<file path="config.mk">
export PLATFORM = sky130hd
export DESIGN_NAME = cu_multicycle
export DESIGN_NICKNAME = d
export VERILOG_FILES = /design/src/rtl/cu_multicycle.sv
export SDC_FILE = /design/constraint.sdc
export NUM_CORES = 1
export LEC_CHECK = 0
export ABC_AREA = 1
export ABC_CLOCK_PERIOD_IN_PS = 2100
export CORE_MARGIN = 2
export CORE_UTILIZATION = 55
export DETAILED_ROUTE_END_ITERATION = 10
export DONT_BUFFER_PORTS = 1
export GPL_ROUTABILITY_DRIVEN = 0
export GPL_TIMING_DRIVEN = 0
export PLACE_DENSITY = 0.7
export SETUP_SLACK_MARGIN = 0.1
export SLEW_MARGIN = 25
export SYNTH_ARGS = -nofsm -noshare
export SYNTH_HDL_FRONTEND = slang
export SYNTH_SLANG_ARGS = --single-unit
</file>
<file path="constraint.sdc">
create_clock -name clk -period 2.1 [get_ports clk]
set_input_delay 0.315 -clock clk [delete_from_list [all_inputs] [get_ports clk]]
set_output_delay 0.315 -clock clk [all_outputs]
set_load 0.03 [all_outputs]
</file>
<file path="src/rtl/cu_multicycle.sv">
// rtl/cu_multicycle.sv - multi-cycle control unit: FETCH/DECODE/EXEC/MEM/WB sequencing, req/ack memory port, stack pointer
// Optional interrupt entry (irq/irq_ack ports, IRQ state) is enabled by defining CU_IRQ_EN.
module cu_multicycle #(
   parameter int OPW         = 6,
   parameter int IMMW        = 9,
   parameter int NREG        = 2,
   parameter int STACK_DEPTH = 8
) (
   input  logic                               clk,
   input  logic                               rst,
   input  logic [OPW-1:0]                     opcode,
   input  logic [$clog2(NREG)-1:0]            ra,
   input  logic [$clog2(NREG+2)-1:0]          ra_stack,
   input  logic [IMMW-1:0]                    imm,
   input  logic [3:0]                         flags,
   input  logic                               mem_ack,
`ifdef CU_IRQ_EN
   input  logic                               irq,
   output logic                               irq_ack,
`endif
   output logic                               mem_req,
   output logic                               mem_we,
   output logic                               ir_load,
   output logic                               pc_inc,
   output logic                               pc_load,
   output logic                               tr,
   output logic                               mov,
   output logic                               alu_en,
   output logic                               flag_we,
   output logic                               acc_we,
   output logic [NREG-1:0]                    reg_we,
   output logic [$clog2(STACK_DEPTH+1)-1:0]   sp,
   output logic                               halted,
   output logic                               illegal,
   output logic                               stack_fault
);

   localparam int SPW = $clog2(STACK_DEPTH+1);

   localparam logic [OPW-1:0] OP_TRX = OPW'(6'b000000);
   localparam logic [OPW-1:0] OP_TRY = OPW'(6'b000001);
   localparam logic [OPW-1:0] OP_LD  = OPW'(6'b000010);
   localparam logic [OPW-1:0] OP_ST  = OPW'(6'b000011);
   localparam logic [OPW-1:0] OP_PSH = OPW'(6'b000100);
   localparam logic [OPW-1:0] OP_POP = OPW'(6'b000101);
   localparam logic [OPW-1:0] OP_BRZ = OPW'(6'b000110);
   localparam logic [OPW-1:0] OP_BRN = OPW'(6'b000111);
   localparam logic [OPW-1:0] OP_BRC = OPW'(6'b001000);
   localparam logic [OPW-1:0] OP_BRV = OPW'(6'b001001);
   localparam logic [OPW-1:0] OP_BRA = OPW'(6'b001010);
   localparam logic [OPW-1:0] OP_CMP = OPW'(6'b010100);
   localparam logic [OPW-1:0] OP_AL0 = OPW'(6'b010101);
   localparam logic [OPW-1:0] OP_AL1 = OPW'(6'b010110);
   localparam logic [OPW-1:0] OP_MOV = OPW'(6'b010111);
   localparam logic [OPW-1:0] OP_HLT = OPW'(6'b111111);

   localparam logic [NREG-1:0] REG_ONE = {{(NREG-1){1'b0}}, 1'b1};
   localparam logic [SPW-1:0]  SP_FULL = SPW'(STACK_DEPTH);
   localparam logic [SPW-1:0]  SP_ONE  = SPW'(1);

   // S_IRLD is the fetch-completion cycle in which the instruction register loads
   typedef enum logic [2:0] {
      S_FETCH,
      S_IRLD,
      S_DECODE,
      S_EXEC,
      S_MEM,
      S_WB,
`ifdef CU_IRQ_EN
      S_IRQ,
`endif
      S_HALT
   } state_t;

   state_t          state, state_d;
   logic [SPW-1:0]  sp_d;
   logic            mem_req_d, mem_we_d, ir_load_d, pc_inc_d, pc_load_d;
   logic            tr_d, mov_d, alu_en_d, flag_we_d, acc_we_d;
   logic [NREG-1:0] reg_we_d;
   logic            halted_d, illegal_d, stack_fault_d;
   logic            op_legal;
`ifdef CU_IRQ_EN
   logic            irq_ack_d;
`endif

   always_comb begin
      op_legal = 1'b0;
      case (opcode)
         OP_TRX, OP_TRY, OP_LD, OP_ST, OP_PSH, OP_POP,
         OP_BRZ, OP_BRN, OP_BRC, OP_BRV, OP_BRA,
         OP_CMP, OP_AL0, OP_AL1, OP_MOV, OP_HLT: op_legal = 1'b1;
         default:                                op_legal = 1'b0;
      endcase
   end

   // Output values are computed for the state being entered and registered.
   always_comb begin
      state_d       = state;
      sp_d          = sp;
      mem_req_d     = 1'b0;
      mem_we_d      = 1'b0;
      ir_load_d     = 1'b0;
      pc_inc_d      = 1'b0;
      pc_load_d     = 1'b0;
      tr_d          = 1'b0;
      mov_d         = 1'b0;
      alu_en_d      = 1'b0;
      flag_we_d     = 1'b0;
      acc_we_d      = 1'b0;
      reg_we_d      = '0;
      halted_d      = 1'b0;
      illegal_d     = 1'b0;
      stack_fault_d = 1'b0;
`ifdef CU_IRQ_EN
      irq_ack_d     = 1'b0;
`endif
      case (state)
         S_FETCH: begin
            if (mem_req && mem_ack) begin
               state_d   = S_IRLD;
               ir_load_d = 1'b1;
               pc_inc_d  = 1'b1;
            end else begin
               mem_req_d = 1'b1;
            end
         end
         S_IRLD: state_d = S_DECODE;
         S_DECODE: begin
            if (!op_legal || int'(ra) >= NREG) begin
               illegal_d = 1'b1;
               state_d   = S_FETCH;
               mem_req_d = 1'b1;
            end else begin
               state_d = S_EXEC;
               case (opcode)
                  OP_TRX: begin tr_d = 1'b1; reg_we_d = REG_ONE;      end
                  OP_TRY: begin tr_d = 1'b1; reg_we_d = REG_ONE << 1; end
                  OP_MOV: begin mov_d = 1'b1; reg_we_d = REG_ONE << ra; end
                  OP_CMP: begin alu_en_d = 1'b1; flag_we_d = 1'b1; end
                  OP_AL0, OP_AL1: begin
                     alu_en_d  = 1'b1;
                     flag_we_d = 1'b1;
                     if (imm == '0) acc_we_d = 1'b1;
                     else           reg_we_d = REG_ONE << ra;
                  end
                  OP_BRZ: pc_load_d = flags[0];
                  OP_BRN: pc_load_d = flags[1];
                  OP_BRC: pc_load_d = flags[2];
                  OP_BRV: pc_load_d = flags[3];
                  OP_BRA: pc_load_d = 1'b1;
                  OP_PSH: stack_fault_d = (sp == SP_FULL);
                  OP_POP: stack_fault_d = (sp == '0);
                  default: ;
               endcase
            end
         end
         S_EXEC: begin
            state_d   = S_FETCH;
            mem_req_d = 1'b1;
            case (opcode)
               OP_LD:  state_d = S_MEM;
               OP_ST:  begin state_d = S_MEM; mem_we_d = 1'b1; end
               OP_PSH: begin
                  if (sp != SP_FULL) begin
                     state_d  = S_MEM;
                     mem_we_d = 1'b1;
                  end
               end
               OP_POP: begin
                  if (sp != '0) begin
                     state_d = S_MEM;
                     sp_d    = sp - SP_ONE;
                  end
               end
               OP_HLT: begin
                  state_d   = S_HALT;
                  mem_req_d = 1'b0;
                  halted_d  = 1'b1;
               end
               default: ;
            endcase
         end
         S_MEM: begin
            if (mem_req && mem_ack) begin
               state_d   = S_FETCH;
               mem_req_d = 1'b1;
               case (opcode)
                  OP_PSH: sp_d = sp + SP_ONE;
                  OP_LD: begin
                     state_d   = S_WB;
                     mem_req_d = 1'b0;
                     reg_we_d  = REG_ONE << ra;
                  end
                  OP_POP: begin
                     state_d   = S_WB;
                     mem_req_d = 1'b0;
                     if (int'(ra_stack) < NREG)          reg_we_d  = REG_ONE << ra_stack;
                     else if (int'(ra_stack) == NREG)    acc_we_d  = 1'b1;
                     else if (int'(ra_stack) == NREG+1)  pc_load_d = 1'b1;
                     else                                illegal_d = 1'b1;
                  end
                  default: ;
               endcase
            end else begin
               mem_req_d = 1'b1;
               mem_we_d  = mem_we;
            end
         end
         S_WB: begin
            state_d   = S_FETCH;
            mem_req_d = 1'b1;
         end
         S_HALT: begin
            halted_d = 1'b1;
`ifdef CU_IRQ_EN
            if (irq) begin
               state_d   = S_IRQ;
               halted_d  = 1'b0;
               irq_ack_d = 1'b1;
               pc_load_d = 1'b1;
            end
`endif
         end
`ifdef CU_IRQ_EN
         S_IRQ: begin
            state_d   = S_FETCH;
            mem_req_d = 1'b1;
         end
`endif
         default: begin
            state_d   = S_FETCH;
            mem_req_d = 1'b1;
         end
      endcase
`ifdef CU_IRQ_EN
      // Interrupts are taken only on entry to FETCH, never while a fetch is outstanding
      if (irq && state_d == S_FETCH && state != S_FETCH && state != S_IRQ) begin
         state_d   = S_IRQ;
         mem_req_d = 1'b0;
         mem_we_d  = 1'b0;
         irq_ack_d = 1'b1;
         pc_load_d = 1'b1;
      end
`endif
   end

   always_ff @(posedge clk or negedge rst) begin
      if (!rst) begin
         state       <= S_FETCH;
         sp          <= '0;
         mem_req     <= 1'b0;
         mem_we      <= 1'b0;
         ir_load     <= 1'b0;
         pc_inc      <= 1'b0;
         pc_load     <= 1'b0;
         tr          <= 1'b0;
         mov         <= 1'b0;
         alu_en      <= 1'b0;
         flag_we     <= 1'b0;
         acc_we      <= 1'b0;
         reg_we      <= '0;
         halted      <= 1'b0;
         illegal     <= 1'b0;
         stack_fault <= 1'b0;
`ifdef CU_IRQ_EN
         irq_ack     <= 1'b0;
`endif
      end else begin
         state       <= state_d;
         sp          <= sp_d;
         mem_req     <= mem_req_d;
         mem_we      <= mem_we_d;
         ir_load     <= ir_load_d;
         pc_inc      <= pc_inc_d;
         pc_load     <= pc_load_d;
         tr          <= tr_d;
         mov         <= mov_d;
         alu_en      <= alu_en_d;
         flag_we     <= flag_we_d;
         acc_we      <= acc_we_d;
         reg_we      <= reg_we_d;
         halted      <= halted_d;
         illegal     <= illegal_d;
         stack_fault <= stack_fault_d;
`ifdef CU_IRQ_EN
         irq_ack     <= irq_ack_d;
`endif
      end
   end

endmodule

</file>
==> run summary, run 1 <==
• **most frequent cells in the layout** 49 x nand2_1, 21 x nor2_1, 20 x dfrtp_1, 15 x nand3_1, 14 x inv_1
• **library cell contributing the largest single delay on the critical path** dfrtp_1
• **post-DR vias/cell** 5.54
• **crit path launch type** flop
• **count of pins on the block boundary** 44
• **Crit path max-delay family** simple AND/OR/NAND/NOR gates
• **initial drt markers** 28
• **fin crit period** 1.69 ns
• **area share of the largest cell type after synthesis** 0.375
• **master cell of the clock root buffer** clkbuf_4
• **final total negative setup slack** 0 ns
• **Synth cell types** 31
• **vias in the first global route** 1135
• **CTS tree** built
• **final hold violation count** 0
• **register ranked first by flip-flop count** sp
• **number of cell rows** 17
• **total number of vias** 1175
• **CP Cell Sequence** nor2_2, nand2_2, ha_1, a21oi_1, nand2_1, xnor2_1, nand2_1, nand2_1
• **number of buffer and inverter stages on the critical path** 0
• **port bufs** 0
• **kind of critical path** flop to flop
• **VDD IR max** 244 uV
• **Least-Margin Pin Slew** 0.834 ns
• **status** complete, no violations
• **most frequent CP cell** nand2_1
• **global-route wire length before repair** 4.64 mm
• **cts repair resizes** 0
• **kind of capture point of the worst setup path** flop
• **mean instance size in the synthesized netlist** 7.46 um2
• **number of antenna diodes** 0
• **number of failing setup endpoints in the final timing report** 0
• **H-tree levels** 1
• **post-synthesis cell type with the largest combined area** dfrtp_1
• **start point of the critical path** state[0]
• **worst hold start** ra_stack[0]
• **top post-synthesis cells by area** dfrtp_1 37%, nand2_1 14%, nor2_1 5.9%
• **largest net degree at the start of global routing** 21
• **synthesized netlist net count** 207
• **maximum buffer depth of the clock tree** 2
• **worst-case headroom to the max-slew limit** 0.442
• **gr usage total** 0.225
• **CP arrival** 1.93 ns
• **number of buffers inserted to repair setup after CTS** 0
• **post-route clock skew** 0.00523 ns
• **crit-path max FO** 7
• **final worst path period share** 0.805
• **worst-case setup slack after placement** 0.439 ns
• **count of fill cells added during filler insertion** 223
• **effective utilization at floorplan** 0.592
• **flip-flop count of the largest register after layout** 4
• **routed wirelength normalized by instance count** 12.6 um
• **aggregate routed wire length** 2.67 mm
• **Final nets** 213
• **GRT Residual Overflow** 0
• **fin. max-slew vios** 0
• **area of the core region** 0.00225 mm2
• **vertical die dimension** 53.3 um
• **top flop regs** sp x4, state x3, reg_we x2
• **worst reg2reg path startpoint** state[0]
• **number of buffers added by the clock tree synthesis step** 3
• **portion of the post-synthesis area used by sequential elements** 0.375
• **antenna violations before repair** 0
• **setup repair after global routing missed its margin** false
• **final setup margin** 0.410 ns
• **Pre-antenna DRT Iters** 4
• **Yosys Warn Count** 0
• **netlist area before placement** 0.00134 mm2
• **total die area** 0.00284 mm2
• **die width** 53.3 um
• **clock slew at reported path FFs** 0.11 ns
• **Mapped Cells** 179
• **post-synthesis sequential element count** 20
• **Clk Latency, worst-skew pair** 0.30 ns
• **most common cell after layout, fill and taps aside** nand2_1
• **path class of the lowest-slack min-delay path** input pin to flop
• **share of final-layout standard cells stronger than drive strength 1** 0.185
• **Power per Cell Area** 462 mW/mm2
• **highest cell delay on the worst timing path** 0.48 ns
• **Area Overhead vs Synth** 6.09%
• **number of sinks driven by the clock tree** 20
• **reported max-cap violation count** 0
• **highest clock rate** 592 MHz
• **number of remaining DRC errors** 0
• **leakage power total** 0.000688 uW
• **count of nets left with antenna violations after detail routing** 0
• **DP Wirelength** 2.21 mm
• **CP Data Required Time** 2.34 ns
==> cell type report <==
class / count / area [um2] / area share
repair buffers: 1 / 10.0 / 0.00707
flip-flops and latches: 20 / 500 / 0.353
plain buffers: 2 / 15.0 / 0.0106
clock buffers: 4 / 36.3 / 0.0256
inverters: 21 / 78.8 / 0.0557
multi-input cells: 136 / 741 / 0.523
well taps: 28 / 35.0 / 0.0247
==> path summary, 6_finish.rpt <==
kind                       endpoint  slack [ns]  depth (start not counted)
max                           sp[3]        0.41                          8
min                          acc_we        0.11                          1
max reg2reg                   sp[3]        0.41                          8
min reg2reg                  pc_inc        0.53                          1
max in group asynchronous    acc_we        1.04                          1
min in group asynchronous  state[1]        0.55                          1
==> what timing repair did <==
action                                 4_1_cts  5_1_grt
hold buffers                                 1        0
setup endpoints to repair                    0        0
endpoints found under the hold margin       20        0
==> synthesized netlist by cell type <==
cell      number
dfrtp_1       20
nand2_1       49
ha_1           2
nor3_1         3
nor2_4         4
nor4_1         1
o22ai_1        1
o21ai_1        3
inv_1         14
a21oi_2        1
a21boi_2       1
nand4_1        3
nand3_1       15
fa_1           1
o21ai_0        6
xor2_1         2
buf_4          2
a31oi_1        1
nand2_4        1
nand2_2        3
xnor2_1        1
nand3_2        3
a41oi_1        1
nor2_2         4
nand3b_1       2
o21ai_2        1
inv_2          7
nor3_2         2
xor2_2         1
nor2_1        21
a21oi_1        3
==> power breakdown <==
group          switching (uW)  internal, uW
Clock                     114           106
Combinational            35.1          15.2
Sequential                  0           385
Total                     149           506
==> metrics by stage <==
step / utilization / total power (uW) / hold slack (ns) / cells / instance area [um2]
after floorplan: - / 429 / 0.0194 / 179 / 1340
after global placement: 0.608 / 435 / 0.0198 / 207 / 1370
after detailed placement: 0.608 / 435 / 0.0198 / 207 / 1370
after CTS: 0.628 / 657 / 0.110 / 212 / 1420
after global routing: 0.628 / 680 / 0.103 / 212 / 1420
final: 0.628 / 655 / 0.113 / 212 / 1420
==> per-layer routing <==
metal | part of all wire | vias up | track usage
met4 | 0.013 | 0 | 0.0983
met3 | 0.083 | 4 | 0.0198
met5 | 0 | - | 0
li1 | - | 586 | -
met1 | 0.41 | 534 | 0.291
met2 | 0.50 | 51 | 0.379
==> logic make-up (layout without fill, tap and decap cells) <==
| family | after synthesis | count (layout) | synth area share |
|---|---|---|---|
| AO/OA/AOI/OAI | 18 | 18 | 0.0825 |
| XOR/XNOR | 4 | 4 | 0.0319 |
| adder cells (fa/ha/maj) | 3 | 3 | 0.0337 |
| buffers and inverters | 23 | 28 | 0.0703 |
| flip-flops | 20 | 20 | 0.375 |
| AND/OR/NAND/NOR | 111 | 111 | 0.407 |
==> worst reg2reg max path, stage by stage (launching register included) <==
cell     delay [ns]
dfrtp_1        0.48
nor2_2         0.17
nand2_2        0.16
ha_1           0.36
a21oi_1        0.13
nand2_1        0.08
xnor2_1        0.15
nand2_1        0.06
nand2_1        0.05
(Power assumes the default switching activity.)
==> inputs of run 2 (changes only) <==
--- a/config.mk
+++ b/config.mk
@@ -6,7 +6,7 @@
 export NUM_CORES = 1
 export LEC_CHECK = 0
 export ABC_AREA = 1
-export ABC_CLOCK_PERIOD_IN_PS = 2100
+export ABC_CLOCK_PERIOD_IN_PS = 1730
 export CORE_MARGIN = 2
 export CORE_UTILIZATION = 55
 export DETAILED_ROUTE_END_ITERATION = 10
==> constraint.sdc (replaced) <==
create_clock -name clk -period 1.73 [get_ports clk]
set_input_delay 0.2595 -clock clk [delete_from_list [all_inputs] [get_ports clk]]
set_output_delay 0.2595 -clock clk [all_outputs]
set_load 0.03 [all_outputs]
==> run 2 against run 1 <==
Effect of this change:
- largest power group unchanged
- hold slack worse by 0.057 ns
- critical path depth fell by 3
- routed wire length increased by 2.2%
- power increased by 21%
- die area did not move
- via count is 0.85% higher
- sequential share of layout area is 0.69 points lower
- clock skew rose by 0.0015 ns
- first-iteration DRC count fell by 3.6%
- critical path type unchanged
- core utilization increased by 1.9 points
- critical endpoint is now mem_req
==> run summary, run 2 (synthesis gave the netlist of run 1 again) <==
• **Power per Cell Area** 545 mW/mm2
• **total die area** 0.00284 mm2
• **largest net degree at the start of global routing** 21
• **kind of capture point of the worst setup path** flop
• **gr usage total** 0.227
• **most frequent cells in the layout** 49 x nand2_1, 21 x nor2_1, 16 x dfrtp_1, 15 x nand3_1, 14 x inv_1
• **total power after layout** 795 uW
• **GR Layer Usage met1** 0.291
• **die width** 53.3 um
• **fin crit period** 1.55 ns
• **number of cell rows** 17
• **clock slew at reported path FFs** 0.11 ns
• **post-route clock skew** 0.00676 ns
• **H-tree levels** 1
• **global-route wire length before repair** 4.69 mm
• **Final nets** 215
• **CTS tree** built
• **number of buffers added by the clock tree synthesis step** 3
• **count of nets left with antenna violations after detail routing** 0
• **final hold violation count** 0
• **effective utilization at floorplan** 0.592
• **final total negative setup slack** 0 ns
• **highest clock rate** 647 MHz
• **vias in the first global route** 1150
• **most common cell after layout, fill and taps aside** nand2_1
• **register ranked first by flip-flop count** sp
• **crit path launch type** flop
• **library cell contributing the largest single delay on the critical path** dfrtp_2
• **DP Wirelength** 2.21 mm
• **port bufs** 0
• **aggregate routed wire length** 2.73 mm
• **flip-flop count of the largest register after layout** 4
• **initial drt markers** 27
• **Pre-antenna DRT Iters** 4
• **share of final-layout standard cells stronger than drive strength 1** 0.220
• **Area Overhead vs Synth** 9.28%
• **Clk Latency, worst-skew pair** 0.30 ns
• **leakage power total** 0.000696 uW
• **setup repair after global routing missed its margin** false
• **crit-path max FO** 6
• **GRT Residual Overflow** 0
• **routing usage on met2** 0.387
• **area of the core region** 0.00225 mm2
• **final worst path period share** 0.894
• **global-route track usage on met3** 0.0198
• **number of remaining DRC errors** 0
• **number of antenna diodes** 0
• **CP arrival** 1.79 ns
• **kind of critical path** flop to flop
• **number of failing setup endpoints in the final timing report** 0
• **instance area at placement** 0.00137 mm2
• **top flop regs** sp x4, state x3, reg_we x2
• **Least-Margin Pin Slew** 0.827 ns
• **vertical die dimension** 53.3 um
• **fin. max-slew vios** 0
• **worst-case headroom to the max-slew limit** 0.447
• **GR peak layer** met2
• **CP Cell Sequence** buf_4, nor3_2, inv_2, nor2_1, nand3b_1
• **highest cell delay on the worst timing path** 0.46 ns
• **cell area after layout** 0.00146 mm2
• **number of sinks driven by the clock tree** 20
• **CP Data Required Time** 1.97 ns
• **master cell of the clock root buffer** clkbuf_4
• **VDD IR max** 295 uV
• **number of buffer and inverter stages on the critical path** 2
• **Crit path max-delay family** simple AND/OR/NAND/NOR gates
• **reported max-cap violation count** 0
• **antenna violations before repair** 0
• **routed wirelength normalized by instance count** 12.8 um
• **total number of vias** 1185
• **path class of the lowest-slack min-delay path** input pin to flop
• **post-DR vias/cell** 5.54
• **status** complete, no violations
• **maximum buffer depth of the clock tree** 2
• **count of pins on the block boundary** 44
==> run 2: power breakdown <==
group          total [uW]  switching (uW)  internal, uW
logic                61.3            42.9          18.5
registers             467               0           467
clock network         267             138           128
==> run 2: worst paths after layout <==
check | slack [ns] | startpoint | cells after the start | end
max | 0.18 | state[0] | 5 | mem_req
min | 0.06 | ra_stack[0] | 1 | acc_we
max reg2reg | 0.18 | state[0] | 5 | mem_req
min reg2reg | 0.52 | state[1] | 1 | pc_inc
max in group asynchronous | 0.68 | rst | 1 | sp[0]
min in group asynchronous | 0.49 | rst | 1 | pc_inc
==> run 2: timing repair <==
action                                  4_1_cts  5_1_grt
setup buffers                                 0        2
hold buffers                                  1        0
endpoints found under the setup margin        1        3
gates resized for setup                       3        4
hold endpoints to repair                     20        0
==> run 2: final cells by class <==
type | instances | area [um2]
buffer | 2 | 15.0
clock buffer | 4 | 36.3
fill | 214 | 796
inverter | 21 | 78.8
multi-input combinational | 136 | 763
sequential | 20 | 505
tap | 28 | 35.0
timing repair buffer | 3 | 25.0
==> run 2: metal layers <==
metal	up-vias	wire length (um)
li1	589	-
met1	545	1150
met2	46	1360
met3	5	178
met4	0	46
met5	-	0
==> run 2: worst register-to-register path, cell delays in order, from the launching register on <==
cell      delay, ns
dfrtp_2        0.46
buf_4          0.15
nor3_2         0.43
inv_2          0.09
nor2_1         0.21
nand3b_1       0.14
==> run 2: per-stage QoR <==
step | cells | hold WS, ns | worst slack [ns] | utilization
final | 214 | 0.0557 | 0.184 | 0.647
after global routing | 214 | 0.0473 | 0.0995 | 0.647
after CTS | 212 | 0.0546 | 0.136 | 0.633
after detailed placement | 207 | -0.0357 | 0.0687 | 0.608
after global placement | 207 | -0.0357 | 0.0836 | 0.608
after floorplan | 179 | -0.0361 | 0.185 | -
